--- config.mk ---
export PLATFORM = sky130hd
export DESIGN_NAME = tfaw_act_gate
export DESIGN_NICKNAME = d
export VERILOG_FILES = /design/src/rtl/tfaw_act_gate.sv
export SDC_FILE = /design/constraint.sdc
export NUM_CORES = 1
export LEC_CHECK = 0
export ABC_AREA = 1
export CAP_MARGIN = 20
export CORE_UTILIZATION = 52
export CTS_BUF_LIST = sky130_fd_sc_hd__clkbuf_2
export DETAILED_ROUTE_END_ITERATION = 7
export HOLD_SLACK_MARGIN = 0.02
export PLACE_DENSITY = 0.74
export SLEW_MARGIN = 30
export SYNTH_ARGS = -nofsm -noshare
export SYNTH_HDL_FRONTEND = slang
export SYNTH_SLANG_ARGS = --single-unit
--- constraint.sdc ---
create_clock -name clk -period 3.5 [get_ports clk]
set_clock_uncertainty 0.1 [all_clocks]
set_input_delay 0.525 -clock clk [delete_from_list [all_inputs] [get_ports clk]]
set_output_delay 0.525 -clock clk [all_outputs]
set_load 0.005 [all_outputs]
--- src/rtl/tfaw_act_gate.sv ---
// tfaw_act_gate: per-rank ACT admission gate enforcing tRRD spacing and the
// tFAW four-activate rolling window. A four-slot history of recent ACTs ages
// down each cycle; a new ACT is admitted only when fewer than four slots are
// live and the ACT-to-ACT spacing counter has drained.
module tfaw_act_gate #(
  parameter int                        CMD_TYPE_WIDTH        = 3,
  parameter logic [CMD_TYPE_WIDTH-1:0] ACT_BITS              = 3'b010,
  parameter int                        TIME_CONSTRAINT_WIDTH = 8,
  parameter int                        tFAW                  = 36,
  parameter int                        tRRD                  = 4
) (
  input  logic                             clk,
  input  logic                             rst_n,
  input  logic                             act_req_valid,
  input  logic                             act_block,
  output logic                             act_req_ready,
  output logic                             act_issue,
  output logic [CMD_TYPE_WIDTH-1:0]        act_cmd,
  output logic [2:0]                       faw_count,
  output logic [TIME_CONSTRAINT_WIDTH-1:0] faw_wait,
  output logic [1:0]                       gate_state
);

  localparam int TW = TIME_CONSTRAINT_WIDTH;

  // Values loaded on an accepted ACT; the load itself is not aged that edge.
  localparam logic [TW-1:0] FAW_LOAD = TW'(tFAW - 1);
  localparam logic [TW-1:0] RRD_LOAD = TW'(tRRD - 1);
  localparam logic [TW-1:0] ONE      = TW'(1);

  typedef enum logic [1:0] {
    GATE_OPEN     = 2'd0,
    GATE_RRD_WAIT = 2'd1,
    GATE_FAW_FULL = 2'd2
  } gate_state_e;

  logic [TW-1:0]             slot_cnt_q [4];
  logic [TW-1:0]             slot_cnt_d [4];
  logic [TW-1:0]             shift_cnt  [4];
  logic [3:0]                slot_vld_q, slot_vld_d, shift_vld;
  logic [TW-1:0]             rrd_cnt_q, rrd_cnt_d;
  logic                      act_issue_q, act_issue_d;
  logic [CMD_TYPE_WIDTH-1:0] act_cmd_q, act_cmd_d;
  logic [2:0]                faw_count_q, faw_count_d;
  logic [TW-1:0]             faw_wait_q, faw_wait_d;
  gate_state_e               state_q, state_d;
  logic                      handshake;

  // Admission depends only on registered window state and the external hold;
  // a full window already guarantees slot 3 is never shifted out while live.
  assign act_req_ready = !act_block && (faw_count_q < 3'd4) && (rrd_cnt_q == '0);
  assign handshake     = act_req_valid && act_req_ready;

  // Shift the window on an accepted ACT first, then age and expire every
  // slot except the one just loaded; derived outputs follow the new slots.
  always_comb begin
    for (int i = 0; i < 4; i++) begin
      shift_cnt[i] = slot_cnt_q[i];
    end
    shift_vld = slot_vld_q;
    if (handshake) begin
      for (int i = 3; i > 0; i--) begin
        shift_cnt[i] = slot_cnt_q[i-1];
        shift_vld[i] = slot_vld_q[i-1];
      end
      shift_cnt[0] = FAW_LOAD;
      shift_vld[0] = 1'b1;
    end

    for (int i = 0; i < 4; i++) begin
      if (handshake && (i == 0)) begin
        slot_cnt_d[i] = FAW_LOAD;
        slot_vld_d[i] = (FAW_LOAD != '0);
      end else if (shift_cnt[i] != '0) begin
        slot_cnt_d[i] = shift_cnt[i] - ONE;
        slot_vld_d[i] = shift_vld[i] && (shift_cnt[i] != ONE);
      end else begin
        slot_cnt_d[i] = '0;
        slot_vld_d[i] = 1'b0;
      end
    end

    if (handshake) begin
      rrd_cnt_d = RRD_LOAD;
    end else if (rrd_cnt_q != '0) begin
      rrd_cnt_d = rrd_cnt_q - ONE;
    end else begin
      rrd_cnt_d = '0;
    end

    faw_count_d = 3'd0;
    for (int i = 0; i < 4; i++) begin
      faw_count_d = faw_count_d + {2'b00, slot_vld_d[i]};
    end
    faw_wait_d = (faw_count_d == 3'd4) ? slot_cnt_d[3] : '0;

    if (faw_count_d == 3'd4) begin
      state_d = GATE_FAW_FULL;
    end else if (rrd_cnt_d != '0) begin
      state_d = GATE_RRD_WAIT;
    end else begin
      state_d = GATE_OPEN;
    end

    act_issue_d = handshake;
    act_cmd_d   = handshake ? ACT_BITS : '0;
  end

  // All window state and outputs are registered; reset discards all history.
  always_ff @(posedge clk or negedge rst_n) begin
    if (!rst_n) begin
      for (int i = 0; i < 4; i++) begin
        slot_cnt_q[i] <= '0;
      end
      slot_vld_q  <= '0;
      rrd_cnt_q   <= '0;
      act_issue_q <= 1'b0;
      act_cmd_q   <= '0;
      faw_count_q <= 3'd0;
      faw_wait_q  <= '0;
      state_q     <= GATE_OPEN;
    end else begin
      for (int i = 0; i < 4; i++) begin
        slot_cnt_q[i] <= slot_cnt_d[i];
      end
      slot_vld_q  <= slot_vld_d;
      rrd_cnt_q   <= rrd_cnt_d;
      act_issue_q <= act_issue_d;
      act_cmd_q   <= act_cmd_d;
      faw_count_q <= faw_count_d;
      faw_wait_q  <= faw_wait_d;
      state_q     <= state_d;
    end
  end

  assign act_issue  = act_issue_q;
  assign act_cmd    = act_cmd_q;
  assign faw_count  = faw_count_q;
  assign faw_wait   = faw_wait_q;
  assign gate_state = state_q;

endmodule

* Word-level counts from Yosys, hierarchy flattened *
Cells that the tools add are included.
Widths: inputs -> output; s select.

storage, ports and cells
  bits in registers = 60
  bits of input ports = 4

cells by class
  $add $sub $neg = 8
  magnitude comparators = 1
  eq/ne operators = 5
  mux-type cells = 18
  reduce and logical (&&, ||, !) cells = 15

operator list
  kind                 number
  $mux 8               8
  $reduce_bool 8->1    6
  $sub 8x1->8 const B  5
  $mux 32              1
  $ne 8x1->1 const B   4
  $logic_not 8->1      1
  $logic_and 1x1->1    7
  $mux 1               6
  $mux 2               2
  $mux 4               1
  $add 2x1->3          1
  $add 3x1->3          1
  $eq 3x3->1 const B   1
  $lt 3x3->1 const B   1
  $add 1x1->2          1
  $logic_not 1->1      1

* Longest topological paths before layout *
Gate-level depths: netlist of the first run.

  word-level depth = 14
  gate-level depth with buffers = 21
  depth with buffers taken out = 20

* Worst setup path before layout of the first run *
No wires, ideal clock.

  kind = flip-flop to flip-flop
  start point = register rrd_cnt_q[0]
  end point = register state_q[0], in the netlist gate_state[0]
  library setup time = 131 ps
  data arrival time = 3312 ps
  path slack = -43 ps
  cell stages (with the launch flop) = 21
  path through = dfrtp_1 -> inv_1 -> ha_1 -> nand2_1 -> nor2_4 -> nand3_4 -> buf_2 -> buf_2 -> nand2_1 -> inv_1 -> ha_1 -> nand2_1 -> nor2_1 -> o21ai_0 -> fa_1 -> ha_1 -> ha_1 -> nor2_1 -> nand2_1 -> inv_1 -> a21oi_1

between the ends
  cells in the longest elaborated chain, start to end = 13

RTL lines
  element                   line  RTL
  start: declaration        41    logic [TW-1:0] rrd_cnt_q, rrd_cnt_d;
  start signal: assignment  127   rrd_cnt_q <= rrd_cnt_d;
  $logic_not 8->1 *         51    assign act_req_ready = !act_block && (faw_count_q < 3'd4) && (rrd_cnt_q == '0);
  $logic_and 1x1->1 *       51
  $logic_and 1x1->1 *       52    assign handshake = act_req_valid && act_req_ready;
  $mux 32                   61    if (handshake) begin
  $ne 8x1->1                76    slot_vld_d[i] = shift_vld[i] && (shift_cnt[i] != ONE);
  $logic_and 1x1->1         76
  $mux 1                    74    end else if (shift_cnt[i] != '0) begin
  $mux 1 *                  71    if (handshake && (i == 0)) begin
  via slot_vld_d[0]         40    logic [3:0] slot_vld_q, slot_vld_d, shift_vld;
  $add 1x1->2 *             93    faw_count_d = faw_count_d + {2'b00, slot_vld_d[i]};
  $add 2x1->3 *             93
  $add 3x1->3 *             93
  via faw_count_d[1]        44    logic [2:0] faw_count_q, faw_count_d;
  $eq 3x3->1 *              97    if (faw_count_d == 3'd4) begin
  $mux 2 *                  97
  via state_d[0]            46    gate_state_e state_q, state_d;
  end signal: assignment    132   state_q <= state_d;
  end: declaration          46

The timed path passes the listed nets; every way through them passes the cells marked *.

* Final worst setup path of the first run *
Ends and elaborated chain as after synthesis.

==> metrics, run 1 <==
x dimension of the die ~82 um; yosys synthesis warning count 0; Leakage ~2.3 nW; Die Span Y between 80 and 90 um; MaxCap Viol Count 0; fin area approximately 4200 um^2; Worst setup SP type flip-flop; crit path DAT 3620 ps; grt total ovfl 0; starting density of the core 0.550; core footprint slightly above 6000 um^2; DRC Markers 0; total track usage 0.243; maximum buffer depth of the clock tree 2; Data required, critical path approximately 3800 ps; Seq cells post-synth 58; switching pwr between 0.001 and 0.0015 W; combinational power share 0.529; vias in the first global route 2755; NumNets Final ~540; Synth area leaders dfrtp_1 44%, nand2_1 14%, inv_1 8.2%; port buffer count 19; Critical Path End Type flip-flop; final worst-path cycle share 0.954; root buffer cell clkbuf_2; setup tns final 0 ps; DP Area slightly below 4000 um^2; Worst R2R Path Depth 19; max-slew violations 0; final count of hold timing violations 0; DR WL/cell 12.9 um; FMAX about 300 MHz; fin crit period around 3300 ps; Clock power frac 0.130; Slew HR 0.424; status finished, final reports clean; Setup CP Type reg -> reg; Cell Pwr Density 769 nW/um^2; largest net degree at the start of global routing 39; IO Pins 22; Num CTS Buffers 9; clk sink count 58; filler cell count ~480; cell taking the most area after synthesis dfrtp_1; initial antenna violation count 0; hold_buf cts 0; Int Power about 0.0018 W; Area growth, synth to finish 25.6%; dpl hpwl 5.57 mm; htree depth 3; library cells used by synthesis 30; row cnt 28; Max FO, Critical Path 6; Net Sw Frac 0.439; post-synth top area share 0.435; Vias around 3000; Syn Inst Count 441; worst skew pair latency a little under 500 ps; initial DRC count approximately 140; Ant. Diodes 0; ANT nets after route 0; mapped cell area approximately 3300 um^2; final setup margin 160 ps; clk slew on worst S/H paths 170 ps; first-pass GRT wire length roughly 12 mm; CTS tree done; Worst Tran Pin Value between 800 and 900 ps; number of vias per cell roughly 5; sequential power share 0.341; maximum VDD drop around 440 uV; Hold WC Path Type in -> async; Die ar. 6740 um^2; Mapped Avg Cell Area 7.56 um^2; routed wire length 7.74 mm; Seq/Total Area, Yosys 0.435; layout cells sized above 1 0.237; final setup fails 0; fin util 0.691; Place WS -355 ps; Final GP Congestion approximately 0.89; 1st-pass router iterations 4
==> per-layer routing <==
| metal | vias up | wire (um) | track usage |
|---|---|---|---|
| met5 | - | 0 | 0 |
| met4 | 0 | 154 | 0.100 |
| li1 | 1504 | - | - |
| met3 | 12 | 343 | 0.0378 |
| met2 | 70 | 3870 | 0.433 |
| met1 | 1400 | 3360 | 0.290 |
==> metrics by stage <==
step	std cells	total power, W	hold WS [ps]
floorplan	442	0.00211	129
global placement	574	0.00264	385
detailed placement	574	0.00268	380
CTS	591	0.00312	43.2
global route	598	0.00350	67.2
finish	598	0.00322	27.4
==> final timing paths <==
path | start | endpoint | slack, ps
max | rrd_cnt_q[0] | gate_state[0] | 160
min | rst_n | slot_cnt_q[7] | 30
max reg2reg | rrd_cnt_q[0] | gate_state[0] | 160
min reg2reg | slot_cnt_q[24] | slot_cnt_q[24] | 410
max in group asynchronous | rst_n | slot_cnt_q[9] | 2450
min in group clk | slot_cnt_q[24] | slot_cnt_q[24] | 410
==> cell usage after synthesis <==
cell type / instances
inv_1: 73
dfrtp_1: 58
buf_4: 5
nor4_1: 1
nor2_2: 8
nand3_2: 2
a21oi_1: 7
fa_1: 1
ha_1: 14
nor2_4: 1
nand2_1: 121
inv_2: 4
nand3_4: 1
nor2_1: 58
nand4_1: 7
xnor2_1: 3
o21ai_0: 12
o21ai_2: 12
nand2_2: 3
nor3b_1: 1
and3_1: 1
buf_6: 2
conb_1: 1
nand3_1: 24
o21ai_1: 7
xor2_1: 7
buf_2: 3
clkbuf_1: 1
nor3_2: 1
nor3_1: 2
==> layout make-up <==
class,instances,area [um^2],share of cell area
multi-input cells,298,1610,0.385
well taps,75,93.8,0.0224
flip-flops and latches,58,1450,0.346
repair buffers,74,636,0.152
clock inverters,6,57.6,0.0137
inverters,77,289,0.0690
clock buffers,10,50.0,0.0119
==> what timing repair did <==
item,4_1_cts,5_1_grt
gates resized for setup,3,27
setup buffers,0,5
pin swaps,2,7
cloned,1,2
endpoints found under the hold margin,0,0
endpoints found under the setup margin,9,10
==> registers in the layout (all words and copies together) (netlist names) <==
name / count
slot_cnt_q: 32
act_cmd: 1
faw_wait: 8
rrd_cnt_q: 8
slot_vld_q: 4
gate_state: 2
faw_count: 3
==> critical path, cell delays in order, from the launching register on <==
cell	delay [ps]
dfrtp_1	410
inv_2	60
ha_2	180
nand2_2	70
nor2_4	160
nand3_4	170
buf_6	180
nand2_1	90
buf_4	120
ha_1	150
nand2_1	60
o21ai_1	180
o21ai_2	90
fa_1	490
ha_2	190
ha_4	210
nor2_4	170
nand2_4	90
inv_2	60
a21oi_1	40
==> layout by cell type (no fill, tap or decap), drive strengths merged <==
master and count:
a21oi 7, and3 1, buf 55, bufinv 1
clkbuf 11, clkdlybuf4s50 18, clkinv 3, clkinvlp 2
conb 2, dfrtp 58, fa 1, ha 14
inv 77, nand2 125, nand3 28, nand4 7
nor2 67, nor3 3, nor3b 1, nor4 1
o21ai 31, xnor2 3, xor2 7
==> cell families after synthesis <==
kind of cell | synth area share
other cells | 0.00112
fa+ha+maj | 0.0585
buf+inv | 0.110
simple gates | 0.298
xor+xnor | 0.0263
flops | 0.435
compound gates | 0.0705
==> power by group through the flow <==
stage / clock network, W / logic (W) / registers (W)
finish: 0.000419 / 0.00170 / 0.00110
global route: 0.000447 / 0.00192 / 0.00112
global placement: 0 / 0.00154 / 0.00110
floorplan: 0 / 0.00106 / 0.00106
detailed placement: 0 / 0.00158 / 0.00110
CTS: 0.000424 / 0.00161 / 0.00109
Note: power is estimated with default switching activity, not from simulation.
==> run 2: changes to the inputs <==
- RECOVER_POWER: default -> 50
==> metrics, run 2 (synthesized netlist as in run 1, its figures left out) <==
Die ar. 6740 um^2 (unchanged); crit path DAT 3620 ps (about the same); CTS tree done; failing checks max-capacitance violations, max-slew violations; Largest Register slot_cnt_q; met2 routed WL 3.86 mm (-0.34%); port buffer count 19 (unchanged); DR top layer met4; MaxCap Viol Count 1 (+1); met1 WL 3.31 mm (-1.7%); routed wire length 7.70 mm (-0.44%); FMAX 300 MHz (+0.14%); status complete, but fails checks; max-slew violations 39 (+39); layout cells sized above 1 0.233 (-0.00382); Num CTS Buffers 9 (unchanged); IO Pins 22 (unchanged); largest net degree at the start of global routing 39 (unchanged); Worst setup SP type flip-flop; x dimension of the die 82.1 um (unchanged); placed cells 574 (unchanged); initial DRC count 141 (-0.70%); Critical Path End Type flip-flop; clk sink count 58 (unchanged); total track usage 0.243 (unchanged); maximum VDD drop 441 uV (+0.39%); Final GP Congestion 0.892 (unchanged); vias in the first global route 2755 (unchanged); Area growth, synth to finish 25.5%; most common cell after layout, fill and taps aside nand2_1; Slew HR -0.382 (-0.806); setup tns final 0 ps (unchanged); initial antenna violation count 0 (unchanged); Finished Layout Cells 598 (unchanged); Die Span Y 82.1 um (unchanged); core footprint 6060 um^2 (unchanged); maximum buffer depth of the clock tree 2 (unchanged); Worst Tran Pin Value 2070 ps (+1210 ps); Max FO, Critical Path 6 (unchanged); ANT nets after route 0 (unchanged); final count of hold timing violations 0 (unchanged); max reg flops 32 (unchanged); DP Area 3910 um^2 (unchanged); starting density of the core 0.550 (unchanged); final worst-path cycle share 0.953 (-0.00137); Leakage 2.26 nW (-0.28%); first-pass GRT wire length 12.0 mm (unchanged); DRC Markers 0 (unchanged); dpl hpwl 5.57 mm (unchanged); DR WL/cell 12.9 um (-0.44%); clk slew on worst S/H paths 180 ps (about the same); Place WS -355 ps (unchanged); grt total ovfl 0 (unchanged); Data required, critical path 3790 ps (about the same); root buffer cell clkbuf_2; worst skew pair latency 490 ps (about the same); fin crit period 3330 ps (-4.79 ps); 1st-pass router iterations 4 (unchanged); Ant. Diodes 0 (unchanged); number of vias per cell 4.99 (about the same); Setup CP Type reg -> reg; filler cell count 479 (+0.63%); final setup margin 165 ps (+4.79 ps); commonest cells after routing, fill and taps aside 118 x nand2_1, 70 x inv_1, 58 x dfrtp_1, 53 x nor2_1, 50 x buf_4; Vias 2984 (-0.067%); fin area 4180 um^2 (-0.12%); final setup fails 0 (unchanged); htree depth 3 (unchanged); total power 0.00322 W (about the same); Cell Pwr Density 769 nW/um^2 (+0.10%); Hold WC Path Type reg -> reg; met3 routed WL 358 um (+4.4%); row cnt 28 (unchanged); hold_buf cts 0 (unchanged); NumNets Final 537 (unchanged)
-- run 2: cell count changes in the layout (fill, tap and decap cells not counted), sizes merged --
| cell | previous run | this run |
|---|---|---|
| clkbuf | 11 | 13 |
| buf | 55 | 53 |
-- run 2: stage by stage --
| stage | hold slack (ps) | util |
|---|---|---|
| 4_1_cts | 43.2 | 0.665 |
| 5_1_grt | 437 | 0.690 |
| 6_report | 411 | 0.690 |
| 3_5_place_dp | 380 | 0.645 |
| 2_1_floorplan | 129 | - |
| 3_3_place_gp | 385 | 0.645 |
-- run 2: cell type report --
cell class | instances | area (um^2) | area share
multi-input cells | 298 | 1610 | 0.385
flip-flops and latches | 58 | 1450 | 0.347
repair buffers | 74 | 631 | 0.151
inverters | 77 | 289 | 0.0691
well taps | 75 | 93.8 | 0.0224
clock inverters | 6 | 57.6 | 0.0138
clock buffers | 10 | 50.0 | 0.0120
-- run 2: layer usage --
metal | global-route usage | vias to the layer above
met2 | 0.433 | 69
li1 | - | 1504
met1 | 0.290 | 1398
met3 | 0.0378 | 13
met5 | 0 | -
met4 | 0.100 | 0
-- run 2: what timing repair did --
action,in CTS,in global routing
setup endpoints to repair,9,10
pin swaps,2,7
setup buffers,0,5
gates cloned,1,2
gates resized for setup,3,27
-- run 2: worst paths after layout --
| kind | slack, ps | startpoint | cells past startpoint | to |
|---|---|---|---|---|
| worst max-delay path | 170 | rrd_cnt_q[0] | 19 | gate_state[0] |
| worst min-delay path | 410 | slot_cnt_q[24] | 1 | slot_cnt_q[24] |
| worst max register to register | 170 | rrd_cnt_q[0] | 19 | gate_state[0] |
| min in group asynchronous | 500 | rst_n | 1 | slot_cnt_q[7] |
| max in group asynchronous | 930 | rst_n | 2 | slot_cnt_q[9] |
| worst min register to register | 410 | slot_cnt_q[24] | 1 | slot_cnt_q[24] |
-- run 2: critical path: stages (launching register included) --
cell	delay, ps
dfrtp_1	410
inv_2	60
ha_2	180
nand2_2	70
nor2_4	160
nand3_4	170
buf_6	180
nand2_1	90
buf_4	120
ha_1	150
nand2_1	60
o21ai_1	180
o21ai_2	90
fa_1	490
ha_2	190
ha_4	210
nor2_4	170
nand2_4	90
inv_2	60
a21oi_1	40
-- run 2: power by group --
part | internal [W] | switching [W] | total, W
Clock | 0.000162 | 0.000258 | 0.000419
Combinational | 0.000725 | 0.000976 | 0.00170
Sequential | 0.000919 | 0.000179 | 0.00110
==> run 3: changes to the inputs <==
- PLACE_DENSITY: 0.74 -> default
- PLACE_DENSITY_LB_ADDON: default -> 0.1
==> metrics, run 3 (synthesized netlist as in run 1, its figures left out) <==
status finished, final reports clean; FMAX 300 MHz (-0.11%); Hold WC Path Type reg -> reg; Critical Path, Cell by Cell nor2_1 > nand2_2 > nor2_4 > buf_6 > buf_4 > nand4_1 > nand2_1 > nand2_1 > nor2_1 > nand3_1 > nand2_1 > nor2_4 > fa_1 > ha_2 > ha_4 > nor2_4 > nand2_2 > inv_2 > a21oi_1; switching pwr 0.00139 W (-1.4%); DP Area 3940 um^2 (+0.96%); Worst Tran Pin Value 1130 ps (-945 ps); Setup CP Type reg -> reg; worst skew pair latency 480 ps (about the same); Vias 2935 (-1.6%); met1 GRT Util 0.341 (+0.0510); CP peak stage delay 510 ps (+20 ps); initial antenna violation count 0 (unchanged); Worst R2R Path Depth 19 (unchanged); Data required, critical path 3790 ps (about the same); Clock power frac 0.152 (+0.022); Ant. Diodes 0 (unchanged); total track usage 0.247 (+0.00391); Crit. path cell count 19 (unchanged); starting density of the core 0.550 (unchanged); Worst setup SP type flip-flop; DR WL/cell 12.7 um (-1.1%); Net Sw Frac 0.428 (-0.0115); 1st-pass router iterations 5 (+1); core footprint 6060 um^2 (unchanged); crit path DAT 3630 ps (about the same); Critical Path End Type flip-flop; dpl hpwl 5.60 mm (+0.42%); first-pass GRT wire length 12.3 mm (+2.0%); max reg flops 32 (unchanged); Slew HR 0.247 (+0.630); DRC Markers 0 (unchanged); Die Span Y 82.1 um (unchanged); sequential power share 0.337 (-0.004); met2 track demand over resource 0.383 (-0.0496); ANT nets after route 0 (unchanged); Buf/Inv on CP 3 (-1); Area growth, synth to finish 26.3%; Largest Register slot_cnt_q; setup tns final 0 ps (unchanged); Cell Pwr Density 774 nW/um^2 (+0.54%); fin crit period 3340 ps (+3.84 ps); row cnt 28 (unchanged); unrepaired setup endpoints after global routing yes; NumNets Final 539 (+0.37%); fin area 4210 um^2 (+0.66%); hold path cells 1 (unchanged); CP top delay family simple AND/OR/NAND/NOR gates; largest net degree at the start of global routing 46 (+18%); busiest layer in global routing met2; initial DRC count 145 (+2.8%); Final GP Congestion 0.858 (-3.8%); most common cell after layout, fill and taps aside nand2_1; CTS tree done; MaxCap Viol Count 0 (-1); layout cells sized above 1 0.225 (-0.00851); combinational power share 0.511 (-0.017); root buffer cell clkbuf_2; Die ar. 6740 um^2 (unchanged); clk sink count 58 (unchanged); fin util 0.695 (+0.00454); IO Pins 22 (unchanged); x dimension of the die 82.1 um (unchanged); Int Power 0.00186 W (+3.3%); maximum VDD drop 518 uV (+17%); Leakage 2.29 nW (+1.1%); Num CTS Buffers 9 (unchanged); port buffer count 19 (unchanged); vias in the first global route 2787 (+1.2%); slowest CP cell fa_1; max-slew violations 0 (-100%); final count of hold timing violations 0 (unchanged); htree depth 3 (unchanged); number of vias per cell 4.89 (-2.0%); Max FO, Critical Path 5 (-1); routed wire length 7.64 mm (-0.75%); maximum buffer depth of the clock tree 2 (unchanged); final worst-path cycle share 0.954 (+0.00110); final setup fails 0 (unchanged); met3 usage in global routing 0.0556 (+0.0178); commonest cells after routing, fill and taps aside 118 x nand2_1, 71 x inv_1, 58 x dfrtp_1, 55 x nor2_1, 52 x buf_4; clk slew on worst S/H paths 180 ps (about the same); grt total ovfl 0 (unchanged); filler cell count 498 (+4.0%)
run 3: changes by cell type in the layout (fill, tap and decap cells not counted), sizes merged:
| cell | change |
|---|---|
| buf | +4 |
| clkbuf | -2 |
| bufinv | +1 |
| clkinvlp | -1 |
| dlygate4sd3 | +1 |
| nand3 | -1 |
run 3: through the flow:
stage | hold slack, ps | power (W) | worst slack [ps] | std cells
finish | 414 | 0.00326 | 161 | 600
global route | 446 | 0.00356 | -79.8 | 600
CTS | 412 | 0.00318 | 6.54 | 594
detailed placement | 392 | 0.00268 | -406 | 577
global placement | 359 | 0.00262 | -326 | 577
floorplan | 129 | 0.00211 | 12.6 | 442
run 3: cell type report:
type,instances,area (um^2),area share
Clock inverter,6,81.3,0.0193
Clock buffer,10,50.0,0.0119
Timing Repair Buffer,77,653,0.155
Tap cell,75,93.8,0.0223
Multi-Input combinational cell,297,1590,0.378
Inverter,77,289,0.0686
Sequential cell,58,1450,0.345
run 3: what timing repair did:
| action | 4_1_cts | 5_1_grt |
|---|---|---|
| hold buffers | 1 | 0 |
| resized for setup | 2 | 21 |
| gates cloned | 0 | 2 |
| endpoints found under the setup margin | 10 | 10 |
| buffers inserted | 0 | 4 |
| pin swaps | 0 | 6 |
| hold endpoints to repair | 44 | 0 |
run 3: power by group through the flow:
stage               clock (W)  combinational (W)  sequential (W)
global placement            0            0.00152         0.00110
detailed placement          0            0.00158         0.00110
floorplan                   0            0.00106         0.00106
global route         0.000526            0.00191         0.00112
finish               0.000496            0.00166         0.00110
CTS                  0.000501            0.00159         0.00109
run 3: layer usage:
layer / wire length (um) / share of wire
met2: 3410 / 0.45
met3: 338 / 0.044
met1: 3780 / 0.50
met5: 0 / 0
met4: 113 / 0.015
run 3: worst register-to-register path: stages, from the launching register on:
cell and delay, ps:
dfrtp_1 440, nor2_1 180, nand2_2 100, nor2_4 170, buf_6 130, buf_4 100
nand4_1 80, nand2_1 110, nand2_1 80, nor2_1 200, nand3_1 110, nand2_1 110
nor2_4 50, fa_1 510, ha_2 200, ha_4 210, nor2_4 120, nand2_2 120
inv_2 70, a21oi_1 40
run 3: worst paths after layout:
kind / startpoint / end / slack (ps)
worst max-delay path: rrd_cnt_q[5] / gate_state[0] / 160
worst min-delay path: slot_cnt_q[24] / slot_cnt_q[24] / 410
worst max register to register: rrd_cnt_q[5] / gate_state[0] / 160
worst min register to register: slot_cnt_q[24] / slot_cnt_q[24] / 410
max in group asynchronous: rst_n / slot_cnt_q[17] / 1800
min in group asynchronous: rst_n / rrd_cnt_q[5] / 670
